==> config.mk <==
export PLATFORM = sky130hd
export DESIGN_NAME = mbist_ctrl_flat
export DESIGN_NICKNAME = d
export VERILOG_FILES = /design/src/rtl/mbist_pkg.sv /design/src/rtl/mbist_ctrl_if.sv /design/src/rtl/mbist_addr_gen.sv /design/src/rtl/mbist_ctrl.sv /design/src/flat_wrapper.sv
export SDC_FILE = /design/constraint.sdc
export NUM_CORES = 1
export LEC_CHECK = 0
export BUFFER_PORTS_ARGS = -buffer_cell sky130_fd_sc_hd__buf_2
export CAP_MARGIN = 20
export CORE_MARGIN = 2
export CORE_UTILIZATION = 30
export DETAILED_ROUTE_END_ITERATION = 12
export PLACE_DENSITY_LB_ADDON = 0.1
export RECOVER_POWER = 100
export SETUP_SLACK_MARGIN = 0.4
export SYNTH_ARGS = -nofsm -noshare
export SYNTH_HDL_FRONTEND = slang
export SYNTH_SLANG_ARGS = --single-unit
==> constraint.sdc <==
create_clock -name clk -period 2.54 [get_ports clk]
set_clock_uncertainty 0.1 [all_clocks]
set_input_delay 0 -clock clk [delete_from_list [all_inputs] [get_ports clk]]
set_output_delay 0 -clock clk [all_outputs]
set_load 0.005 [all_outputs]
==> src/rtl/mbist_pkg.sv <==
// Shared types for the March C- memory BIST controller: FSM states, March
// elements, operation types and the per-element sequencing table.
package mbist_pkg;

    typedef enum logic [2:0] {
        ST_IDLE,
        ST_READ,
        ST_WSETUP,
        ST_WSTROBE,
        ST_DONE
    } state_e;

    typedef enum logic [2:0] {
        M0, M1, M2, M3, M4, M5
    } elem_e;

    typedef enum logic {
        OP_READ,
        OP_WRITE
    } op_e;

    typedef struct packed {
        logic down;
        logic two_ops;
        op_e  first_op;
        op_e  second_op;
        logic exp_one;
        logic wr_one;
    } elem_cfg_t;

    localparam elem_e LAST_ELEM = M5;

    // Columns: down, two_ops, first_op, second_op, read-expect ones, write ones
    function automatic elem_cfg_t elem_cfg(elem_e e);
        case (e)
            M0:      return '{1'b0, 1'b0, OP_WRITE, OP_WRITE, 1'b0, 1'b0};
            M1:      return '{1'b0, 1'b1, OP_READ,  OP_WRITE, 1'b0, 1'b1};
            M2:      return '{1'b0, 1'b1, OP_READ,  OP_WRITE, 1'b1, 1'b0};
            M3:      return '{1'b1, 1'b1, OP_READ,  OP_WRITE, 1'b0, 1'b1};
            M4:      return '{1'b1, 1'b1, OP_READ,  OP_WRITE, 1'b1, 1'b0};
            default: return '{1'b0, 1'b0, OP_READ,  OP_READ,  1'b0, 1'b0};
        endcase
    endfunction

    function automatic state_e op_state(op_e op);
        return (op == OP_WRITE) ? ST_WSETUP : ST_READ;
    endfunction

endpackage

==> src/rtl/mbist_ctrl_if.sv <==
// RAM-side bus of the BIST controller; master drives address/data/strobe,
// slave (the RAM) returns combinational read data.
interface mbist_ctrl_if #(
    parameter int AWIDTH = 2,
    parameter int WIDTH  = 2
);
    logic              ram_wr;
    logic [AWIDTH-1:0] ram_addr;
    logic [WIDTH-1:0]  ram_din;
    logic [WIDTH-1:0]  ram_dout;

    modport master (
        output ram_wr,
        output ram_addr,
        output ram_din,
        input  ram_dout
    );

    modport slave (
        input  ram_wr,
        input  ram_addr,
        input  ram_din,
        output ram_dout
    );
endinterface

==> src/rtl/mbist_addr_gen.sv <==
// Loadable up/down address counter; direction is latched at load so the
// terminal flag always refers to the element currently running.
module mbist_addr_gen #(
    parameter int DEPTH  = 4,
    parameter int AWIDTH = $clog2(DEPTH)
) (
    input  logic              clk,
    input  logic              rst_n,
    input  logic              clr,
    input  logic              load,
    input  logic              load_down,
    input  logic              step,
    output logic [AWIDTH-1:0] addr,
    output logic              first,
    output logic              last
);
    localparam logic [AWIDTH-1:0] TOP = AWIDTH'(DEPTH - 1);

    logic down_q;

    always_ff @(posedge clk or negedge rst_n) begin
        if (!rst_n) begin
            addr   <= '0;
            down_q <= 1'b0;
        end else if (clr) begin
            addr   <= '0;
            down_q <= 1'b0;
        end else if (load) begin
            addr   <= load_down ? TOP : '0;
            down_q <= load_down;
        end else if (step && !last) begin
            addr <= down_q ? addr - AWIDTH'(1) : addr + AWIDTH'(1);
        end
    end

    assign first = down_q ? (addr == TOP) : (addr == '0);
    assign last  = down_q ? (addr == '0)  : (addr == TOP);

endmodule

==> src/rtl/mbist_ctrl.sv <==
// March C- memory BIST controller (1-cycle reads, 2-cycle writes).
// Define MBIST_DIAG_EN to capture the address/element of the first mismatch.
module mbist_ctrl
    import mbist_pkg::*;
#(
    parameter int DEPTH  = 4,
    parameter int WIDTH  = 2,
    parameter int AWIDTH = $clog2(DEPTH)
) (
    input  logic              clk,
    input  logic              rst_n,
    input  logic              start,
    input  logic              abort,
    output logic              busy,
    output logic              done,
    output logic              fail,
    output logic [AWIDTH-1:0] fail_addr,
    output logic [2:0]        fail_elem,
    mbist_ctrl_if.master      ram
);
    state_e            state_q, state_nxt;
    elem_e             elem_q, elem_nxt, elem_inc;
    logic              second_q, second_nxt;
    logic              fail_q, fail_set, fail_clr;
    logic              op_done;
    logic              ag_clr, ag_load, ag_load_down, ag_step;
    logic              ag_first, ag_last;
    logic [AWIDTH-1:0] ag_addr;
    logic [WIDTH-1:0]  exp_data;
    logic              mismatch;

    mbist_addr_gen #(
        .DEPTH  (DEPTH),
        .AWIDTH (AWIDTH)
    ) u_addr_gen (
        .clk       (clk),
        .rst_n     (rst_n),
        .clr       (ag_clr),
        .load      (ag_load),
        .load_down (ag_load_down),
        .step      (ag_step),
        .addr      (ag_addr),
        .first     (ag_first),
        .last      (ag_last)
    );

    assign exp_data = {WIDTH{elem_cfg(elem_q).exp_one}};
    assign mismatch = (ram.ram_dout != exp_data);

    always_ff @(posedge clk or negedge rst_n) begin
        if (!rst_n) begin
            state_q <= ST_IDLE;
        end else begin
            state_q <= state_nxt;
        end
    end

    always_comb begin
        state_nxt    = state_q;
        elem_nxt     = elem_q;
        second_nxt   = second_q;
        ag_clr       = 1'b0;
        ag_load      = 1'b0;
        ag_load_down = 1'b0;
        ag_step      = 1'b0;
        fail_set     = 1'b0;
        fail_clr     = 1'b0;
        op_done      = 1'b0;
        elem_inc     = elem_e'(elem_q + 3'd1);

        case (state_q)
            ST_IDLE: begin
                if (start && !abort) begin
                    fail_clr     = 1'b1;
                    elem_nxt     = M0;
                    second_nxt   = 1'b0;
                    ag_load      = 1'b1;
                    ag_load_down = elem_cfg(M0).down;
                    state_nxt    = op_state(elem_cfg(M0).first_op);
                end
            end
            ST_READ: begin
                fail_set = mismatch;
                op_done  = 1'b1;
            end
            ST_WSETUP:  state_nxt = ST_WSTROBE;
            ST_WSTROBE: op_done   = 1'b1;
            ST_DONE: begin
                state_nxt = ST_IDLE;
                ag_clr    = 1'b1;
            end
            default: state_nxt = ST_IDLE;
        endcase

        // Sequence the next op: second op at this address, next address, or next element
        if (op_done) begin
            if (elem_cfg(elem_q).two_ops && !second_q) begin
                second_nxt = 1'b1;
                state_nxt  = op_state(elem_cfg(elem_q).second_op);
            end else begin
                second_nxt = 1'b0;
                if (!ag_last) begin
                    ag_step   = 1'b1;
                    state_nxt = op_state(elem_cfg(elem_q).first_op);
                end else if (elem_q == LAST_ELEM) begin
                    state_nxt = ST_DONE;
                end else begin
                    elem_nxt     = elem_inc;
                    ag_load      = 1'b1;
                    ag_load_down = elem_cfg(elem_inc).down;
                    state_nxt    = op_state(elem_cfg(elem_inc).first_op);
                end
            end
        end

        if (abort && busy) begin
            state_nxt  = ST_IDLE;
            elem_nxt   = M0;
            second_nxt = 1'b0;
            ag_clr     = 1'b1;
            ag_load    = 1'b0;
            ag_step    = 1'b0;
            fail_set   = 1'b0;
        end
    end

    always_ff @(posedge clk or negedge rst_n) begin
        if (!rst_n) begin
            elem_q   <= M0;
            second_q <= 1'b0;
            fail_q   <= 1'b0;
        end else begin
            elem_q   <= elem_nxt;
            second_q <= second_nxt;
            if (fail_clr) begin
                fail_q <= 1'b0;
            end else if (fail_set) begin
                fail_q <= 1'b1;
            end
        end
    end

`ifdef MBIST_DIAG_EN
    logic [AWIDTH-1:0] diag_addr_q;
    logic [2:0]        diag_elem_q;

    always_ff @(posedge clk or negedge rst_n) begin
        if (!rst_n) begin
            diag_addr_q <= '0;
            diag_elem_q <= '0;
        end else if (fail_clr) begin
            diag_addr_q <= '0;
            diag_elem_q <= '0;
        end else if (fail_set && !fail_q) begin
            diag_addr_q <= ag_addr;
            diag_elem_q <= elem_q;
        end
    end

    assign fail_addr = diag_addr_q;
    assign fail_elem = diag_elem_q;
`else
    assign fail_addr = '0;
    assign fail_elem = '0;
`endif

    assign busy         = (state_q == ST_READ) || (state_q == ST_WSETUP) || (state_q == ST_WSTROBE);
    assign done         = (state_q == ST_DONE);
    assign fail         = fail_q;
    assign ram.ram_wr   = (state_q == ST_WSTROBE);
    assign ram.ram_addr = ag_addr;
    assign ram.ram_din  = busy ? {WIDTH{elem_cfg(elem_q).wr_one}} : '0;

    // Every element load must land on that element's starting address
    a_load_first: assert property (@(posedge clk) disable iff (!rst_n) ag_load |=> ag_first);

endmodule
==> src/flat_wrapper.sv <==
// flat-port wrapper written by rule: the top's interface ports become plain ports
module mbist_ctrl_flat import mbist_pkg::*;
#(
    parameter int DEPTH  = 4,
    parameter int WIDTH  = 2,
    parameter int AWIDTH = $clog2(DEPTH)
)
  (clk, rst_n, start, abort, busy, done, fail, fail_addr, fail_elem, ram_ram_wr, ram_ram_addr, ram_ram_din, ram_ram_dout);
  mbist_ctrl_if #(.AWIDTH(AWIDTH), .WIDTH(WIDTH)) ram_i ();
  input  logic clk;
  input  logic rst_n;
  input  logic start;
  input  logic abort;
  output logic busy;
  output logic done;
  output logic fail;
  output logic [AWIDTH-1:0] fail_addr;
  output logic [2:0] fail_elem;
  output wire logic [$bits(ram_i.ram_wr)-1:0] ram_ram_wr;
  output wire logic [$bits(ram_i.ram_addr)-1:0] ram_ram_addr;
  output wire logic [$bits(ram_i.ram_din)-1:0] ram_ram_din;
  input wire logic [$bits(ram_i.ram_dout)-1:0] ram_ram_dout;
  assign ram_ram_wr = ram_i.ram_wr;
  assign ram_ram_addr = ram_i.ram_addr;
  assign ram_ram_din = ram_i.ram_din;
  assign ram_i.ram_dout = ram_ram_dout;
  mbist_ctrl #(.DEPTH(DEPTH), .WIDTH(WIDTH), .AWIDTH(AWIDTH)) u_core (.clk(clk), .rst_n(rst_n), .start(start), .abort(abort), .busy(busy), .done(done), .fail(fail), .fail_addr(fail_addr), .fail_elem(fail_elem), .ram(ram_i));
endmodule
==> results of run 1 <==
synth_stat cells (2+ instances only):
master	instances	share of area [%]
dfrtp_1	11	32
nand2_1	8	3.5
nand3_1	8	4.6
a21oi_1	6	3.5
buf_4	6	5.2
nor2_1	6	2.6
ha_1	5	7.2
nand2b_1	4	2.9
nor3_1	4	2.3
or3_1	4	2.9
and2_1	3	2.2
inv_1	3	1.3
a31oi_1	2	1.4
a32oi_1	2	2.0
mux2i_1	2	2.3
nand4_1	2	1.4
nor2b_1	2	1.4
nor3b_1	2	1.7
o21ai_0	2	1.2
through the flow:
stage | power [mW] | hold WS, ns
floorplan | 0.412 | -0.396
global placement | 0.502 | -0.201
detailed placement | 0.497 | -0.203
CTS | 0.636 | 0.0223
global route | 0.681 | 0.115
finish | 0.634 | 0.0598
final cells by class:
class                   instances  share of cell area, %
well taps                      31                   3.78
clock buffers                   4                   2.56
repair buffers                 18                   9.74
inverters                       3                   1.10
flip-flops and latches         11                   27.0
multi-input cells              83                   55.8
final timing paths:
check                      slack (ns)              from                   endpoint
max in group asynchronous        1.72             rst_n           u_core.elem_q[1]
max reg2reg                      0.30  u_core.elem_q[0]  u_core.u_addr_gen.addr[1]
min in group asynchronous        0.15             rst_n          u_core.state_q[0]
max                              0.30  u_core.elem_q[0]  u_core.u_addr_gen.addr[1]
min reg2reg                      0.39       u_core.fail                u_core.fail
min                              0.06             start          u_core.state_q[2]
cell families after synthesis:
logic type	after synthesis	share of synthesized area (%)
mux	3	3.61
buf+inv	11	7.37
flops	11	31.8
other cells	1	0.433
simple gates	50	31.9
xor+xnor	2	2.02
compound gates	18	15.6
fa+ha+maj	5	7.23
state kept, by name (all words and copies together), names as in the netlist:
signal,cells
u_core.elem_q,3
u_core.fail,1
u_core.second_q,1
u_core.state_q,3
u_core.u_addr_gen.addr,2
u_core.u_addr_gen.down_q,1
routing by layer:
layer	vias to the layer above	global-route usage (%)
met3	5	2.90
li1	388	-
met1	359	20.8
met4	0	3.99
met5	-	0
met2	23	23.1
worst max-delay path: stages, from the launching register on:
cell and delay, ns:
dfrtp_2 0.43, inv_1 0.13, ha_1 0.27, nor3_4 0.07, nor3_1 0.53, nor4b_4 0.12
or3_1 0.37, a21oi_1 0.13
layout by cell type, fill, tap and decap left out, drive strengths merged, types with 3 or more instances in the layout:
cell type,instances
buf,12
dfrtp,11
nand2,8
inv,3
conb,5
nand2b,4
nor3,4
and2,3
a21oi,6
ha,5
nor2,6
or3,4
clkbuf,8
nand3,8
what timing repair did:
| action | in CTS | in global routing |
|---|---|---|
| cloned | 0 | 0 |
| endpoints found under the setup margin | 2 | 2 |
| endpoints found under the hold margin | 14 | 0 |
| resized for setup | 1 | 9 |
| pin swaps | 0 | 2 |
| hold buffers | 2 | 0 |
| buffers inserted | 2 | 0 |
power groups by stage:
stage          combinational (mW)  sequential [mW]  clock (mW)
5_1_grt                     0.276            0.262       0.142
6_report                    0.248            0.255       0.132
2_1_floorplan               0.162            0.251           0
4_1_cts                     0.250            0.253       0.133
3_3_place_gp                0.246            0.256           0
3_5_place_dp                0.240            0.257           0
==> results.toml, run 1 <==
[detailed_routing]
ant_nets = 0
dr_wl_met2_um = 991
top_layer_used = "met4"
drt-wirelength-per-cell_um = 14.7
firstDrtPassIters = 4
wl_met3_um = 126
viasPerCell = 5.17
drc = 0
vias = 775
drt_wl_total_um = 2210
drt-met1-wl_um = 1070
first_iter_violations = 20

[outcome]
outcome = "complete, no violations"

[timing]
setup_ws_ns = 0.304
slew_violations = 0
timing.fmax_ghz = 0.447
hold_violations = 0
fin_crit_sh_pct = 88.0
min_period_ns = 2.24
setup_viol_count_final = 0
tightest_slew_ns = 0.680
tns_ns = 0
slew_headroom_pct = 54.6
rsz0062_at_grt = "false"

[setup_path]
worst-r2r-cell-count = 7
arrival_ns = 2.34
cp-end-kind = "flip-flop"
critPathRequiredTime_ns = 2.64
crit_type = "reg -> reg"
critical_path_peak_fanout = 4
start_kind = "flip-flop"

[power]
power.share.clock_pct = 20.7
sw_frac_of_total_pct = 39.8
switching_power_mw = 0.253
pwr_density_cell_nw_per_um2 = 618
ir_worst_vdd_uv = 337
comb_power_share_pct = 39.1
p_seq_share_pct = 40.2
leakage_nw = 0.432
p_int_mw = 0.382

[global_routing]
grt_start_max_net_pins = 14
grt_use_total_pct = 14.7
grt_pass1_wl_um = 3770
grt_pass1_vias = 768
antenna_found_initial = 0
grt_overflow = 0

[synth]
syn-mean-instance-area_um2 = 8.57
ys_types = 38
synthCells = 101
ys_async_sr_fraction_pct = 100
synth_edf_count = 0
synth-seq-cells = 11
ys_warn_count = 0
synth_area_um2 = 866
seq_area_frac_synth_pct = 31.8
synth_flop_cell = "dfrtp_1"

[clocking]
clockBufferDepth = 2
root_buffer = "clkbuf_4"
clk_latency_ns = 0.29
htree_levels = 1
numCtsBuffers = 3
cts_sinks = 11
cts_tree = "built"
path_clk_slew_ns = 0.09

[finish]
utilization_pct = 37.3
post-route-cell-area_um2 = 1030
seq_area_um2 = 278
diodes = 0
fillCellCount = 300
instances_no_fill = 150
area_growth_pct = 18.6
multi_input_area_um2 = 573
drive_gt1_share_pct = 21.8
nets = 131

[hold_path]
hold_path_depth = 5
hold_path.class = "in -> reg"

[run]
drv_cap = 0

[placed_design]
dp.cells = 142
io_buffers = 13
dp_hpwl_um = 1580
place_ws_ns = 0.357
place_congestion = 0.834
place_area_um2 = 940

[die]
initial_utilization_pct = 31.4
num_io_pins = 19
num_rows = 19
fp.dieW_um = 57.7
core_um2 = 2760
die-area_um2 = 3330
die_height_um = 57.7
(Power assumes the default switching activity.)
==> inputs of run 2 (changes only) <==
GPL_TIMING_DRIVEN = 0   (was default)
==> results.toml, run 2 (synthesis gave the netlist of run 1 again) <==
[outcome]
outcome = "complete, no violations"

[global_routing]
grt_use_total_pct = 13.9
grt_start_max_net_pins = 12
grt_overflow = 0
antenna_found_initial = 0
grt_pass1_vias = 739
grt_pass1_wl_um = 3580

[timing]
fin_crit_sh_pct = 85.2
tightest_slew_ns = 0.684
slew_violations = 0
whs_ns = 0.0691
rsz0062_at_grt = "false"
hold_violations = 0
timing.fmax_ghz = 0.462
setup_viol_count_final = 0
min_period_ns = 2.16
slew_headroom_pct = 54.4
setup_ws_ns = 0.375
tns_ns = 0

[power]
pwr_density_cell_nw_per_um2 = 579
leakage_nw = 0.474
ir_worst_vdd_uv = 392

[detailed_routing]
first_iter_violations = 20
vias = 778
top_layer_used = "met4"
wl_met3_um = 60
ant_nets = 0
drt-met1-wl_um = 1090
firstDrtPassIters = 4
drt-wirelength-per-cell_um = 13.1
viasPerCell = 4.89
drt_wl_total_um = 2080
dr_wl_met2_um = 916
drc = 0

[setup_path]
critPathMaxStageDelay_ns = 0.53
path_cells = "or2b_1 > o21bai_1 > a311o_1 > clkbuf_4 > nand3_1 > a31oi_1"
worst-r2r-cell-count = 6
critical_path_peak_fanout = 9
cp-end-kind = "flip-flop"
critPathRequiredTime_ns = 2.62
r2r_end = "u_core.u_addr_gen.addr[0]"
rrSetupSlack_ns = 0.38
crit_start = "u_core.u_addr_gen.addr[0]"
slowest_stage = "o21bai_1"
start_kind = "flip-flop"
arrival_ns = 2.25
crit_type = "reg -> reg"
r2r_start = "u_core.u_addr_gen.addr[0]"

[placed_design]
place_ws_ns = 0.265
dp_hpwl_um = 1550
place_area_um2 = 985
place_congestion = 0.799
io_buffers = 13

[finish]
drive_gt1_share_pct = 25.0
multi_input_area_um2 = 561
nets = 140
fillCellCount = 295
seq_area_um2 = 277
post-route-cell-area_um2 = 1080
mostFrequentLayoutCell = "buf_2"
mostFrequentLayoutCells = "buf_2, dfrtp_1, buf_4"
area_growth_pct = 24.6
reg_top3 = "u_core.elem_q x3, u_core.state_q x3, u_core.u_addr_gen.addr x2"
utilization_pct = 39.1
diodes = 0

[clocking]
numCtsBuffers = 3
cts_sinks = 11
htree_levels = 1
clockBufferDepth = 2
root_buffer = "clkbuf_4"
path_clk_slew_ns = 0.08
cts_tree = "built"
clk_latency_ns = 0.27

[die]
core_um2 = 2760
die-area_um2 = 3330
initial_utilization_pct = 31.4
num_io_pins = 19
die_height_um = 57.7
num_rows = 19
fp.dieW_um = 57.7

[hold_path]
hold_path.class = "in -> reg"
hold_path_depth = 5
min_to = "u_core.state_q[2]"
hp-start = "start"

[run]
drv_cap = 0
run 2: worst max-delay path by stage:
| stage | to |
|---|---|
| 2_1_floorplan | u_core.u_addr_gen.addr[0] |
| 3_3_place_gp | u_core.u_addr_gen.addr[0] |
| 3_5_place_dp | u_core.u_addr_gen.addr[0] |
| 4_1_cts | u_core.u_addr_gen.addr[0] |
| 5_1_grt | u_core.u_addr_gen.addr[0] |
| 6_report | u_core.u_addr_gen.addr[0] |
run 2: where the power goes:
part | leakage, nW | internal [mW] | switching (mW)
Combinational | 0.311 | 0.118 | 0.137
Clock | 0.0150 | 0.0607 | 0.0604
Sequential | 0.148 | 0.209 | 0.0390
Total | 0.474 | 0.388 | 0.237
run 2: repair_timing:
action                     CTS  global route
pin swaps                    0             5
buffers inserted             1             3
resized for setup            1             7
setup endpoints to repair    2             2
hold buffers                 2             0
hold endpoints to repair    14             0
run 2: final cells by class:
type / instances / area share, %
inverter: 3 / 1.04
timing repair buffer: 19 / 10.4
multi-input combinational: 83 / 52.0
buffer: 8 / 4.87
tap: 31 / 3.60
clock buffer: 4 / 2.44
sequential: 11 / 25.6
run 2: through the flow:
step / std cells / power, mW
2_1_floorplan: 105 / 0.412
3_3_place_gp: 149 / 0.500
3_5_place_dp: 149 / 0.500
4_1_cts: 156 / 0.634
5_1_grt: 159 / 0.684
6_report: 159 / 0.625
run 2: layer usage:
metal | vias to the layer above | track usage [%]
li1 | 407 | -
met2 | 9 | 21.4
met4 | 0 | 1.99
met1 | 360 | 20.3
met3 | 2 | 3.35
met5 | - | 0
run 2: worst max-delay path, delay by kind of cell (launching register included):
family | cells | cell delay [ns]
AO/OA/AOI/OAI | 3 | 1.05
buffers and inverters | 1 | 0.15
flip-flops | 1 | 0.45
AND/OR/NAND/NOR | 2 | 0.33
==> inputs of run 3 (changes only) <==
clock period = 2 ns   (was 2.54 ns; I/O delays follow)
==> results.toml, run 3 (synthesis gave the netlist of run 1 again) <==
[outcome]
outcome = "complete, no violations"

[power]
finalPower_mw = 0.921
ir_worst_vdd_uv = 485
leakage_nw = 0.584
p_int_mw = 0.561
power.share.clock_pct = 17.3
sw_frac_of_total_pct = 39.1
comb_power_share_pct = 49.7
pwr_density_cell_nw_per_um2 = 685
switching_power_mw = 0.361
p_seq_share_pct = 33.0

[setup_path]
cp-end-kind = "flip-flop"
critical_path_peak_fanout = 4
crit_top_cell = "nor3_4"
critPathRequiredTime_ns = 2.10
arrival_ns = 2.03
r2r_end = "u_core.u_addr_gen.addr[1]"
start_kind = "flip-flop"
r2r_start = "u_core.elem_q[0]"
critPathMaxStageDelay_ns = 0.43
worst-r2r-cell-count = 7
crit_type = "reg -> reg"
rrSetupSlack_ns = 0.07
slowest_stage = "dfrtp_2"
cp_top_family = "simple AND/OR/NAND/NOR gates"
path_cells = "inv_4 > ha_4 > nor3_4 > nor3_4 > a311o_1 > or3_1 > a21oi_2"
cp_num_buf_inv = 1

[hold_path]
hold_path_depth = 3
hp-start = "start"
hold_path.class = "in -> reg"
min_to = "u_core.state_q[1]"

[clocking]
path_clk_slew_ns = 0.09
htree_levels = 1
numCtsBuffers = 3
clockBufferDepth = 2
root_buffer = "clkbuf_4"
cts_sinks = 11
cts_tree = "built"
clk_latency_ns = 0.27

[die]
core_um2 = 2760
die-area_um2 = 3330
num_io_pins = 19
num_rows = 19
die_height_um = 57.7
fp.dieW_um = 57.7
initial_utilization_pct = 31.4

[detailed_routing]
drt_wl_total_um = 2490
drc = 0
firstDrtPassIters = 4
vias = 872
first_iter_violations = 44
drt-wirelength-per-cell_um = 14.2
ant_nets = 0
viasPerCell = 4.98

[placed_design]
place_ws_ns = -0.0300
place_congestion = 0.827
io_buffers = 13
dp_hpwl_um = 1590

[timing]
hold_violations = 0
rsz0062_at_grt = "true"
timing.fmax_ghz = 0.519
min_period_ns = 1.93
tightest_slew_ns = 0.606
slew_violations = 0
setup_ws_ns = 0.0728
setup_viol_count_final = 0
slew_headroom_pct = 59.6
fin_crit_sh_pct = 96.4

[finish]
fillCellCount = 267
reg_top3 = "u_core.elem_q x3, u_core.state_q x3, u_core.u_addr_gen.addr x2"
nets = 156
mostFrequentLayoutCells = "buf_4, buf_2, nand2_1"
diodes = 0
multi_input_area_um2 = 686
area_growth_pct = 55.3
mostFrequentLayoutCell = "buf_4"
drive_gt1_share_pct = 50.7
seq_area_um2 = 280

[global_routing]
grt_start_max_net_pins = 12
grt_overflow = 0
grt_pass1_vias = 869
antenna_found_initial = 0
grt_pass1_wl_um = 4110
grt_use_total_pct = 16.0

[run]
drv_cap = 0
## run 3: cell types whose count changed in the layout (fill, tap and decap cells not counted), moves of 3 or more
cell	before	now
dfrtp_1	10	7
a21oi_1	6	1
a21oi_2	0	5
buf_4	9	20
dfrtp_2	1	4
buf_6	0	4
## run 3: per-layer routing
metal	wire length [um]	vias up	part of all wire, %	track usage (%)
met3	128	4	5.1	3.79
li1	-	436	-	-
met5	0	-	0	0
met4	43	0	1.7	3.32
met1	1000	408	40	19.3
met2	1320	24	53	28.9
## run 3: worst reg2reg max path: stages (launching register included)
cell     delay (ns)
dfrtp_2        0.43
inv_4          0.07
ha_4           0.17
nor3_4         0.18
nor3_4         0.10
a311o_1        0.33
or3_1          0.34
a21oi_2        0.15
## run 3: layout make-up
cell class	count	share of cell area, %
multi-input combinational	83	51.0
inverter	3	1.02
timing repair buffer	35	18.0
clock buffer	3	1.67
clock inverter	1	0.372
buffer	8	4.28
tap	31	2.88
sequential	11	20.8
## run 3: worst max path at each step
| stage | start | end | depth (start not counted) |
|---|---|---|---|
| 2_1_floorplan | u_core.elem_q[0] | u_core.u_addr_gen.addr[1] | 7 |
| 3_3_place_gp | u_core.elem_q[0] | u_core.u_addr_gen.addr[1] | 7 |
| 3_5_place_dp | u_core.elem_q[0] | u_core.u_addr_gen.addr[1] | 7 |
| 4_1_cts | u_core.elem_q[0] | u_core.u_addr_gen.addr[1] | 7 |
| 5_1_grt | u_core.elem_q[1] | u_core.u_addr_gen.addr[0] | 6 |
| 6_report | u_core.elem_q[0] | u_core.u_addr_gen.addr[1] | 7 |
## run 3: repair_timing
item / CTS / global route
buffers inserted: 15 / 5
resized for setup: 19 / 15
hold buffers: 2 / 0
endpoints found under the setup margin: 12 / 14
pin swaps: 12 / 10
hold endpoints to repair: 13 / 0
## run 3: power by group through the flow
| stage | clock network, mW | registers (mW) | logic, mW |
|---|---|---|---|
| 6_report | 0.160 | 0.304 | 0.458 |
| 5_1_grt | 0.176 | 0.313 | 0.499 |
| 4_1_cts | 0.162 | 0.303 | 0.444 |
| 3_5_place_dp | 0 | 0.327 | 0.314 |
| 3_3_place_gp | 0 | 0.325 | 0.311 |
| 2_1_floorplan | 0 | 0.320 | 0.209 |
## run 3: through the flow
stage / cell area [um2] / hold slack, ns / setup TNS [ns] / utilization, % / instances
2_1_floorplan: 926 / -0.396 / 0 / - / 105
3_3_place_gp: 1030 / -0.210 / -0.0185 / 37.3 / 149
3_5_place_dp: 1030 / -0.212 / -0.0417 / 37.3 / 149
4_1_cts: 1270 / 0.0281 / 0 / 46.0 / 170
5_1_grt: 1350 / 0.0371 / -0.0123 / 48.8 / 175
6_report: 1350 / 0.0211 / 0 / 48.8 / 175
